$ cat config.mk
export PLATFORM = sky130hd
export DESIGN_NAME = vc_fifo_flat
export DESIGN_NICKNAME = d
export VERILOG_FILES = /design/src/rtl/vc_fifo_pkg.sv /design/src/rtl/vc_fifo_if.sv /design/src/rtl/vc_fifo_mem.sv /design/src/rtl/vc_fifo.sv /design/src/flat_wrapper.sv
export SDC_FILE = /design/constraint.sdc
export NUM_CORES = 1
export LEC_CHECK = 0
export CAP_MARGIN = 5
export CORE_MARGIN = 5
export CORE_UTILIZATION = 52
export CTS_BUF_LIST = sky130_fd_sc_hd__clkbuf_8 sky130_fd_sc_hd__clkbuf_16
export CTS_CLUSTER_DIAMETER = 150
export DETAILED_ROUTE_END_ITERATION = 7
export PLACE_DENSITY_LB_ADDON = 0.08
export SYNTH_ARGS = -nofsm -noshare
export SYNTH_HDL_FRONTEND = slang
export SYNTH_SLANG_ARGS = --single-unit
$ cat constraint.sdc
create_clock -name clk -period 2.49 [get_ports clk]
set_clock_uncertainty 0.1 [all_clocks]
set_input_delay 0.249 -clock clk [delete_from_list [all_inputs] [get_ports clk]]
set_output_delay 0.249 -clock clk [all_outputs]
set_load 0.01 [all_outputs]
$ cat src/rtl/vc_fifo_pkg.sv
// Shared VC-bank constants: TLP word width, channel count, default FIFO geometry and thresholds.
// Used by the per-VC FIFO, the transaction-layer arbiter and the bank wrapper.
package vc_fifo_pkg;
  localparam int TLP_WIDTH     = 12;
  localparam int VC_COUNT      = 4;
  localparam int FIFO_AW       = 3;
  localparam int AF_THRESH_DEF = 6;
  localparam int AE_THRESH_DEF = 1;

  typedef logic [TLP_WIDTH-1:0] tlp_word_t;
endpackage

$ cat src/rtl/vc_fifo_if.sv
// Arbiter <-> VC FIFO bundle: push/pop strobes and write data in, read data and status out.
// master = arbiter side, slave = FIFO side.
interface vc_fifo_if
  import vc_fifo_pkg::*;
#(
  parameter int DATA_WIDTH = TLP_WIDTH,
  parameter int ADDR_WIDTH = FIFO_AW
);
  logic [DATA_WIDTH-1:0] data_in;
  logic                  push;
  logic                  pop;
  logic [DATA_WIDTH-1:0] data_out;
  logic                  valid_out;
  logic                  empty;
  logic                  full;
  logic                  almost_full;
  logic                  almost_empty;
  logic [ADDR_WIDTH:0]   count;
  logic                  overflow;
  logic                  underflow;

  modport master (
    output data_in, push, pop,
    input  data_out, valid_out, empty, full, almost_full, almost_empty,
           count, overflow, underflow
  );

  modport slave (
    input  data_in, push, pop,
    output data_out, valid_out, empty, full, almost_full, almost_empty,
           count, overflow, underflow
  );
endinterface

$ cat src/rtl/vc_fifo_mem.sv
// DEPTH x DATA_WIDTH register array, synchronous write and registered read (1-cycle latency).
// Storage is never reset; only the read register clears so data_out starts at zero.
module vc_fifo_mem #(
  parameter int DATA_WIDTH = 12,
  parameter int ADDR_WIDTH = 3
) (
  input  logic                  clk,
  input  logic                  rst_n,
  input  logic                  we,
  input  logic [ADDR_WIDTH-1:0] waddr,
  input  logic [DATA_WIDTH-1:0] wdata,
  input  logic                  re,
  input  logic [ADDR_WIDTH-1:0] raddr,
  output logic [DATA_WIDTH-1:0] rdata
);
  localparam int DEPTH = 1 << ADDR_WIDTH;

  logic [DATA_WIDTH-1:0] mem_q [DEPTH];
  logic [DATA_WIDTH-1:0] rdata_q;

  always_ff @(posedge clk) begin
    if (we) begin
      mem_q[waddr] <= wdata;
    end
  end

  // Same-edge write to raddr returns the old word, which is the oldest entry when full.
  always_ff @(posedge clk or negedge rst_n) begin
    if (!rst_n) begin
      rdata_q <= '0;
    end else if (re) begin
      rdata_q <= mem_q[raddr];
    end
  end

  assign rdata = rdata_q;
endmodule

$ cat src/rtl/vc_fifo.sv
// Per-VC FIFO: pointer/count control and status decode around vc_fifo_mem; 1-cycle read latency.
// Flags decode the registered count, so the arbiter sees them one cycle after the accepting edge.
module vc_fifo
  import vc_fifo_pkg::*;
#(
  parameter int DATA_WIDTH = TLP_WIDTH,
  parameter int ADDR_WIDTH = FIFO_AW,
  parameter int AF_THRESH  = AF_THRESH_DEF,
  parameter int AE_THRESH  = AE_THRESH_DEF
) (
  input  logic      clk,
  input  logic      reset,
  vc_fifo_if.slave  bus
);
  localparam int                DEPTH   = 1 << ADDR_WIDTH;
  localparam logic [ADDR_WIDTH:0] DEPTH_C = (ADDR_WIDTH+1)'(DEPTH);
  localparam logic [ADDR_WIDTH:0] AF_C    = (ADDR_WIDTH+1)'(AF_THRESH);
  localparam logic [ADDR_WIDTH:0] AE_C    = (ADDR_WIDTH+1)'(AE_THRESH);

  logic [ADDR_WIDTH-1:0] wr_ptr_q, wr_ptr_d;
  logic [ADDR_WIDTH-1:0] rd_ptr_q, rd_ptr_d;
  logic [ADDR_WIDTH:0]   count_q, count_d;
  logic                  valid_q;
  logic                  overflow_q, overflow_d;
  logic                  underflow_q, underflow_d;
  logic                  empty, full;
  logic                  push_acc, pop_acc;

  assign empty = (count_q == '0);
  assign full  = (count_q == DEPTH_C);

  // A pop in the same cycle frees the slot, so push is legal even when full.
  assign push_acc = bus.push && (!full || bus.pop);
  assign pop_acc  = bus.pop && !empty;

  always_comb begin
    wr_ptr_d    = push_acc ? wr_ptr_q + 1'b1 : wr_ptr_q;
    rd_ptr_d    = pop_acc  ? rd_ptr_q + 1'b1 : rd_ptr_q;
    count_d     = count_q;
    if (push_acc && !pop_acc) begin
      count_d = count_q + 1'b1;
    end else if (pop_acc && !push_acc) begin
      count_d = count_q - 1'b1;
    end
    overflow_d  = overflow_q  || (bus.push && !push_acc);
    underflow_d = underflow_q || (bus.pop && empty);
  end

  always_ff @(posedge clk or negedge reset) begin
    if (!reset) begin
      wr_ptr_q    <= '0;
      rd_ptr_q    <= '0;
      count_q     <= '0;
      valid_q     <= 1'b0;
      overflow_q  <= 1'b0;
      underflow_q <= 1'b0;
    end else begin
      wr_ptr_q    <= wr_ptr_d;
      rd_ptr_q    <= rd_ptr_d;
      count_q     <= count_d;
      valid_q     <= pop_acc;
      overflow_q  <= overflow_d;
      underflow_q <= underflow_d;
    end
  end

  vc_fifo_mem #(
    .DATA_WIDTH (DATA_WIDTH),
    .ADDR_WIDTH (ADDR_WIDTH)
  ) u_mem (
    .clk   (clk),
    .rst_n (reset),
    .we    (push_acc),
    .waddr (wr_ptr_q),
    .wdata (bus.data_in),
    .re    (pop_acc),
    .raddr (rd_ptr_q),
    .rdata (bus.data_out)
  );

  assign bus.valid_out    = valid_q;
  assign bus.empty        = empty;
  assign bus.full         = full;
  assign bus.almost_full  = (count_q >= AF_C);
  assign bus.almost_empty = (count_q <= AE_C);
  assign bus.count        = count_q;
  assign bus.overflow     = overflow_q;
  assign bus.underflow    = underflow_q;
endmodule

$ cat src/flat_wrapper.sv
// flat-port wrapper written by rule: the top's interface ports become plain ports
module vc_fifo_flat import vc_fifo_pkg::*;
#(
  parameter int DATA_WIDTH = TLP_WIDTH,
  parameter int ADDR_WIDTH = FIFO_AW,
  parameter int AF_THRESH  = AF_THRESH_DEF,
  parameter int AE_THRESH  = AE_THRESH_DEF
)
  (clk, reset, bus_data_in, bus_push, bus_pop, bus_data_out, bus_valid_out, bus_empty, bus_full, bus_almost_full, bus_almost_empty, bus_count, bus_overflow, bus_underflow);
  vc_fifo_if #(.DATA_WIDTH(DATA_WIDTH), .ADDR_WIDTH(ADDR_WIDTH)) bus_i ();
  input  logic clk;
  input  logic reset;
  input wire logic [$bits(bus_i.data_in)-1:0] bus_data_in;
  input wire logic [$bits(bus_i.push)-1:0] bus_push;
  input wire logic [$bits(bus_i.pop)-1:0] bus_pop;
  output wire logic [$bits(bus_i.data_out)-1:0] bus_data_out;
  output wire logic [$bits(bus_i.valid_out)-1:0] bus_valid_out;
  output wire logic [$bits(bus_i.empty)-1:0] bus_empty;
  output wire logic [$bits(bus_i.full)-1:0] bus_full;
  output wire logic [$bits(bus_i.almost_full)-1:0] bus_almost_full;
  output wire logic [$bits(bus_i.almost_empty)-1:0] bus_almost_empty;
  output wire logic [$bits(bus_i.count)-1:0] bus_count;
  output wire logic [$bits(bus_i.overflow)-1:0] bus_overflow;
  output wire logic [$bits(bus_i.underflow)-1:0] bus_underflow;
  assign bus_i.data_in = bus_data_in;
  assign bus_i.push = bus_push;
  assign bus_i.pop = bus_pop;
  assign bus_data_out = bus_i.data_out;
  assign bus_valid_out = bus_i.valid_out;
  assign bus_empty = bus_i.empty;
  assign bus_full = bus_i.full;
  assign bus_almost_full = bus_i.almost_full;
  assign bus_almost_empty = bus_i.almost_empty;
  assign bus_count = bus_i.count;
  assign bus_overflow = bus_i.overflow;
  assign bus_underflow = bus_i.underflow;
  vc_fifo #(.DATA_WIDTH(DATA_WIDTH), .ADDR_WIDTH(ADDR_WIDTH), .AF_THRESH(AF_THRESH), .AE_THRESH(AE_THRESH)) u_core (.clk(clk), .reset(reset), .bus(bus_i));
endmodule
Yosys cells after proc, flatten, opt, wreduce, memory -nomap -nowiden
Memories as Yosys holds them, arrays and structs flattened. A register that Yosys moved wholly into a read port is not among the register bits.
Index checks and enable logic that the tools add are counted.
{"block": "word_totals", "register_bits": 13, "ramBits": 96, "out_inout_bits": 23, "word_cells": 34, "n_memories": 1}
{"block": "classes", "add_sub_neg": 4, "order_cmp": 2, "n_eq_ne": 1, "n_mux": 4, "n_reduce_logical": 16}
{"memory": "u_core.u_mem.mem_q", "words": 8, "word_bits": 12, "rd": 1, "rd_clocked_by_memory_dff": 1, "wr": 1, "line": "vc_fifo_mem.sv:18", "source": "logic [DATA_WIDTH-1:0] mem_q [DEPTH];"}
{"operator": "4-bit two-way mux", "count": 2}
{"operator": "3-bit by 1-bit adder with 3-bit output, second input constant", "count": 2}
{"operator": "1-bit logical AND", "count": 6}
{"operator": "1-bit logical NOT", "count": 5}
{"operator": "4-bit by 1-bit adder with 4-bit output, second input constant", "count": 1}
{"operator": "4-bit equality test, second input constant", "count": 1}
{"operator": "4-bit by 3-bit >= comparator with 1-bit output, second input constant", "count": 1}
{"operator": "4-bit by 1-bit <= comparator with 1-bit output, second input constant", "count": 1}
{"operator": "4-bit logical NOT", "count": 1}
{"operator": "4-bit by 1-bit subtractor with 4-bit output, second input constant", "count": 1}
{"operator": "1-bit logical OR", "count": 3}
{"operator": "1-bit two-way mux", "count": 2}
{"operator": "2-bit nonzero test", "count": 1}

Logic depth before layout (Yosys ltp)
{"block": "logic_depth", "ltp_word": 8, "mapped_depth": 10, "ltp_nobuf": 9}

Modules after synthesis
A second synthesis with hierarchy kept.
{"block": "hier_totals", "hier_cells": 303, "area_unflattened_um2": 4947.2}
{"mod": "vc_fifo_mem", "instances": 1, "cells_per_inst": 246, "area_per_inst_um2": 4281.6, "seq_area_each_um2": 3183.1}
{"mod": "vc_fifo", "instances": 1, "cells_per_inst": 57, "area_per_inst_um2": 665.6, "seq_area_each_um2": 325.3}

Worst setup path before layout
Ideal clock, no wire load.
{"block": "synth_path", "path_kind": "flip-flop to flip-flop", "start": "register u_core.count_q[0], in the netlist u_core.bus.count[0]", "end": "memory u_core.u_mem.mem_q[0][0], enable pin", "setup_time_ns": 0.412, "arrival_ns": 2.261, "required_ns": 1.978, "setup_slack_ns": -0.283, "path_stages_with_launch": 6, "period_less_slack_ns": 2.773, "cell_sequence": "dfrtp_1 -> inv_1 -> ha_1 -> nand3b_1 -> o21ai_2 -> nor4_1"}
{"block": "synth_between", "elab_chain_cells": 6}
{"item": "start: declaration", "line": "vc_fifo.sv:22", "source": "logic [ADDR_WIDTH:0] count_q, count_d;"}
{"item": "start signal: assignment", "line": "vc_fifo.sv:60", "source": "count_q <= count_d;"}
{"item": "4-bit equality test", "line": "vc_fifo.sv:30", "source": "assign full = (count_q == DEPTH_C);"}
{"item": "1-bit logical NOT", "line": "vc_fifo.sv:33", "source": "assign push_acc = bus.push && (!full || bus.pop);"}
{"item": "1-bit logical OR", "line": "vc_fifo.sv:33"}
{"item": "1-bit logical AND", "line": "vc_fifo.sv:33"}
{"item": "1-bit two-way mux", "line": "vc_fifo_mem.sv:22", "source": "if (we) begin"}
{"item": "1-bit two-way mux (not written as such)", "line": "vc_fifo_mem.sv:23", "source": "mem_q[waddr] <= wdata;"}
{"item": "end: declaration", "line": "vc_fifo_mem.sv:18"}
No other way between the ends.

Final worst setup path
{"block": "layout_path", "start": "register u_core.count_q[0], in the netlist u_core.bus.count[0]", "end": "output port bus_almost_empty"}
{"block": "layout_between", "elab_chain_cells": 1}
{"item": "4-bit by 1-bit <= comparator with 1-bit output", "line": "vc_fifo.sv:85", "source": "assign bus.almost_empty = (count_q <= AE_C);"}
{"item": "end: declaration", "line": "flat_wrapper.sv:21", "source": "output wire logic [$bits(bus_i.almost_empty)-1:0] bus_almost_empty;"}
No other way between the ends.

==> results.txt <==
The critical path is of the reg2out type. The critical path goes through inv_1 -> ha_2 -> nor2_1 -> nor3_1 -> clkdlybuf4s50_1. Counting every net in the synthesized netlist gives 313. The final critical path takes up 95.6% of the cycle. met2 is the most crowded layer. The average footprint of a synthesized cell is 16.8 sq um. The number of global-route vias before repair came out at 2831. The height of the die came out at 107 um. For the worst setup path, the data required time is 2140 ps.

After synthesis, the share of flip-flops with an asynchronous set or reset is 20.7%. The number of storage elements in the synthesis netlist came out at 121. The power per standard cell area came out at 1230 nW/um^2. The count of yosys warnings during synthesis is 0. The post-cts hold buffer count came out at 0.

The most used flip-flop cell after synthesis is edfxtp_1. The iteration count of the initial detailed-routing pass is 4. STA classifies the critical path endpoint as an output port. Wires add up to 9970 um.

The number of hold violations in the final report came out at 0. In this run the cell area of the synthesized design comes to 4870 sq um. The number of levels in the clock H-tree came out at 4. After synthesis, the netlist uses 32 different library cells. The port buffer count came out at 38. The cell row count is 35. The initial detailed-routing violation count is 134. The worst min-delay path category is in2async. Counting flops with a built-in enable in the synthesized netlist gives 96.

The highest ir drop seen on vdd is 0.000564 V. The number of antenna diodes in the final layout is 0. Dividing the detail-routed wire length by the instance count gives 20.8 um. After detailed routing, the number of remaining DRC violations is 0. Once layout is done, the placed cells without fillers occupy 6060 sq um.

The slew at the pin with the worst max-slew slack came out at 1110 ps. The clock-pin slew on the worst setup and hold paths is 60 ps. Routability-driven placement finished with a final weighted congestion of 0.809.

The total placed instance area is 5490 sq um. The kind of cell with the highest combined delay along the critical path is buffers and inverters. The cell count after synthesis came out at 290. During I/O placement, the number of pins put on the boundary was 39. The count of buffering cells on the critical path with inverters included is 2. The sum of overflow across all layers after global routing came out at 0. The combined global-route utilization of all metal layers is 18.9%. The combinational share of power came out at 30.6%. The die outline area came out at 11400 sq um.

The critical path launch point type is a register. At the worst endpoint, the arrival time is 2030 ps. In this run the worst path has a maximum fanout of 7. The effective utilization at floorplan came out at 53.0%. For this design the static power due to leakage is 2.24 nW.

The later pin in the worst-skew pair is clocked with a latency of 520 ps. The detailed-route via count is 2686. The clock network accounts for 30.5% of the total power. Clock tree synthesis selected as its root buffer the cell clkbuf_8. The post-route setup TNS came out at 0 ps. The proportion of synthesized chip area in sequential cells is 72.0%. The switching power came out at 2.27 mW.

The number of slew-limit violations in the final report is 0. The remaining number of nets flagged by the antenna check after routing came out at 0. In the final layout, the share of cells above drive strength 1 is 25.8%. Once placement completed, the tool counted placed cells totaling 447.

Setup violations remaining at the end of the flow were counted as 0. The filler-free cell count of the finished design is 479. The final layout contains 379 nets. The flow ran to the end, and the final reports show no timing, DRC or antenna violations. Based on the critical path, the design can be clocked at up to 420 MHz. For met3 alone, demand over resource in global routing was 4.64%. The worst hold-check slack is 17.3 ps. Global routing used 24.5% of the available met1 tracks. The worst max-slew margin expressed relative to the limit came out at 25.6%. The library cell contributing the largest single delay on the critical path is clkdlybuf4s50_1. The delay contributed by the slowest stage of the critical path came out at 560 ps. The count of maximum capacitance violations came out at 0. In this run, CTS created clock tree buffers numbering 17. The TritonCTS clock tree is yes. The routing usage on met2 is 30.9%. The maximum clock path buffer count is 2. The sequential power share came out at 38.9%. Setup repair after global routing left no endpoint under its margin.

The layout overhead on the synthesized area came out at 24.4%. Detailed placement ended at an HPWL of 6140 um. The placeable core region came out at 9200 sq um.

The sink count of the clock tree came out at 121. The first-pass GRT wire length came out at 15700 um. The number of fillers in the final layout came out at 662. The largest net degree at the start of global routing came out at 29. The post-route minimum period is 2380 ps. The number of antenna violations at the first check in global routing came to 0. The switching power share of the total came out at 30.4%. The routed via count divided by cell count is 5.61.

The internal power came out at 5.20 mW. Measured along the x axis, the die boundary spans 107 um.
## layout by cell type, fill, tap and decap left out, types with 2 or more instances in the layout
cell type / netlist / final
o21ai_0: 14 / 14
bufinv_16: 0 / 2
clkdlybuf4s50_1: 0 / 36
clkbuf_8: 0 / 2
inv_1: 6 / 6
edfxtp_1: 96 / 96
ha_2: 0 / 2
mux2_2: 26 / 26
nor3_2: 0 / 4
nand2_1: 3 / 3
dlygate4sd2_1: 0 / 2
clkinvlp_4: 0 / 3
clkinv_2: 0 / 6
ha_1: 7 / 5
mux2i_1: 25 / 25
dfrtp_1: 25 / 22
o211ai_1: 2 / 2
clkinv_4: 0 / 2
a22o_1: 12 / 12
nand3b_1: 2 / 2
o31ai_1: 12 / 12
o22ai_1: 12 / 12
nand2b_1: 5 / 5
nor2_1: 6 / 6
xor2_1: 3 / 3
dfrtp_2: 0 / 3
clkbuf_16: 0 / 16
xnor2_1: 5 / 5
buf_4: 3 / 23
## logic make-up after synthesis
family	after synthesis	synth area share, %
DFF	121	72.0
AOI/OAI and AO/OA	56	7.98
muxes	51	11.1
and+or+nand+nor	26	2.95
buffers and inverters	21	2.72
xor gates and xnor gates	8	1.44
adders and majority gates	7	1.80
## routing by layer
| layer | up-vias | share of wire (%) |
|---|---|---|
| li1 | 1269 | - |
| met1 | 1338 | 44 |
| met2 | 72 | 50 |
| met3 | 7 | 5.0 |
| met4 | 0 | 0.76 |
| met5 | - | 0 |
## flip-flops by register name, indices dropped and copies added (netlist names)
signal                count
u_core.bus.underflow      1
u_core.bus.overflow       1
u_core.rd_ptr_q           3
u_core.bus.valid_out      1
u_core.u_mem.rdata       12
u_core.wr_ptr_q           3
u_core.u_mem.mem_q       96
u_core.bus.count          4
## cell usage after synthesis, types with 5 or more instances
library cell / instances / area [sq um]
mux2_2: 26 / 293
nand2b_1: 5 / 31.3
edfxtp_1: 96 / 2880
dfrtp_1: 25 / 626
mux2i_1: 25 / 250
nor2_1: 6 / 22.5
ha_1: 7 / 87.6
inv_1: 6 / 22.5
o22ai_1: 12 / 75.1
o31ai_1: 12 / 90.1
nor3_1: 5 / 25.0
o21ai_0: 14 / 70.1
clkbuf_1: 6 / 22.5
a22o_1: 12 / 105
xnor2_1: 5 / 43.8
## worst paths after layout
path | end | cells past startpoint | slack, ps | startpoint
setup / recovery | bus_almost_empty | 5 | 110 | u_core.bus.count[0]$_DFFE_PN0P_
hold / removal | u_core.bus.count[3]$_DFFE_PN0P_ | 2 | 20 | reset
setup reg to reg | u_core.bus.count[3]$_DFFE_PN0P_ | 9 | 150 | u_core.bus.count[0]$_DFFE_PN0P_
hold reg to reg | u_core.bus.underflow$_DFF_PN0_ | 1 | 350 | u_core.bus.underflow$_DFF_PN0_
max in group asynchronous | u_core.rd_ptr_q[0]$_DFFE_PN0P_ | 2 | 1970 | reset
min in group clk | u_core.u_mem.mem_q[3][0]$_DFFE_PP_ | 1 | 350 | bus_data_in[0]
## power groups by stage
stage | logic, mW | clock network, mW | registers, mW
after floorplan | 1.40 | 0 | 2.95
after CTS | 2.32 | 2.32 | 2.91
after global routing | 2.48 | 2.41 | 2.96
after global placement | 2.26 | 0 | 2.92
after detailed placement | 2.29 | 0 | 2.94
final | 2.28 | 2.28 | 2.90
## what timing repair did
item,in CTS,in global routing
endpoints found under the hold margin,0,0
setup buffers,1,0
gates resized for setup,5,0
endpoints found under the setup margin,2,0
## worst reg2reg max path, stage by stage, from the launching register on
cell and delay [ps]:
dfrtp_2 450, inv_1 100, ha_2 210, nand3b_1 130, o21ai_2 170, inv_1 60
ha_2 200, or4_1 530, a21oi_2 160, xor2_1 140
## area by class of cell
class / count / area [sq um] / share of cell area, %
clock buffers: 18 / 428 / 7.06
clock inverters: 13 / 130 / 2.15
inverters: 6 / 22.5 / 0.371
multi-input cells: 148 / 1270 / 21.0
flip-flops and latches: 121 / 3510 / 57.9
well taps: 111 / 139 / 2.29
repair buffers: 62 / 562 / 9.26
## through the flow
| stage | power (mW) | util [%] | setup slack (ps) |
|---|---|---|---|
| after floorplan | 4.34 | - | 2.53 |
| after global placement | 5.18 | 59.7 | 247 |
| after detailed placement | 5.23 | 59.7 | 157 |
| after CTS | 7.54 | 65.9 | 86.7 |
| after global routing | 7.84 | 65.9 | 16.0 |
| final | 7.47 | 65.9 | 110 |
No activity file was read; power rests on OpenSTA's default activity.
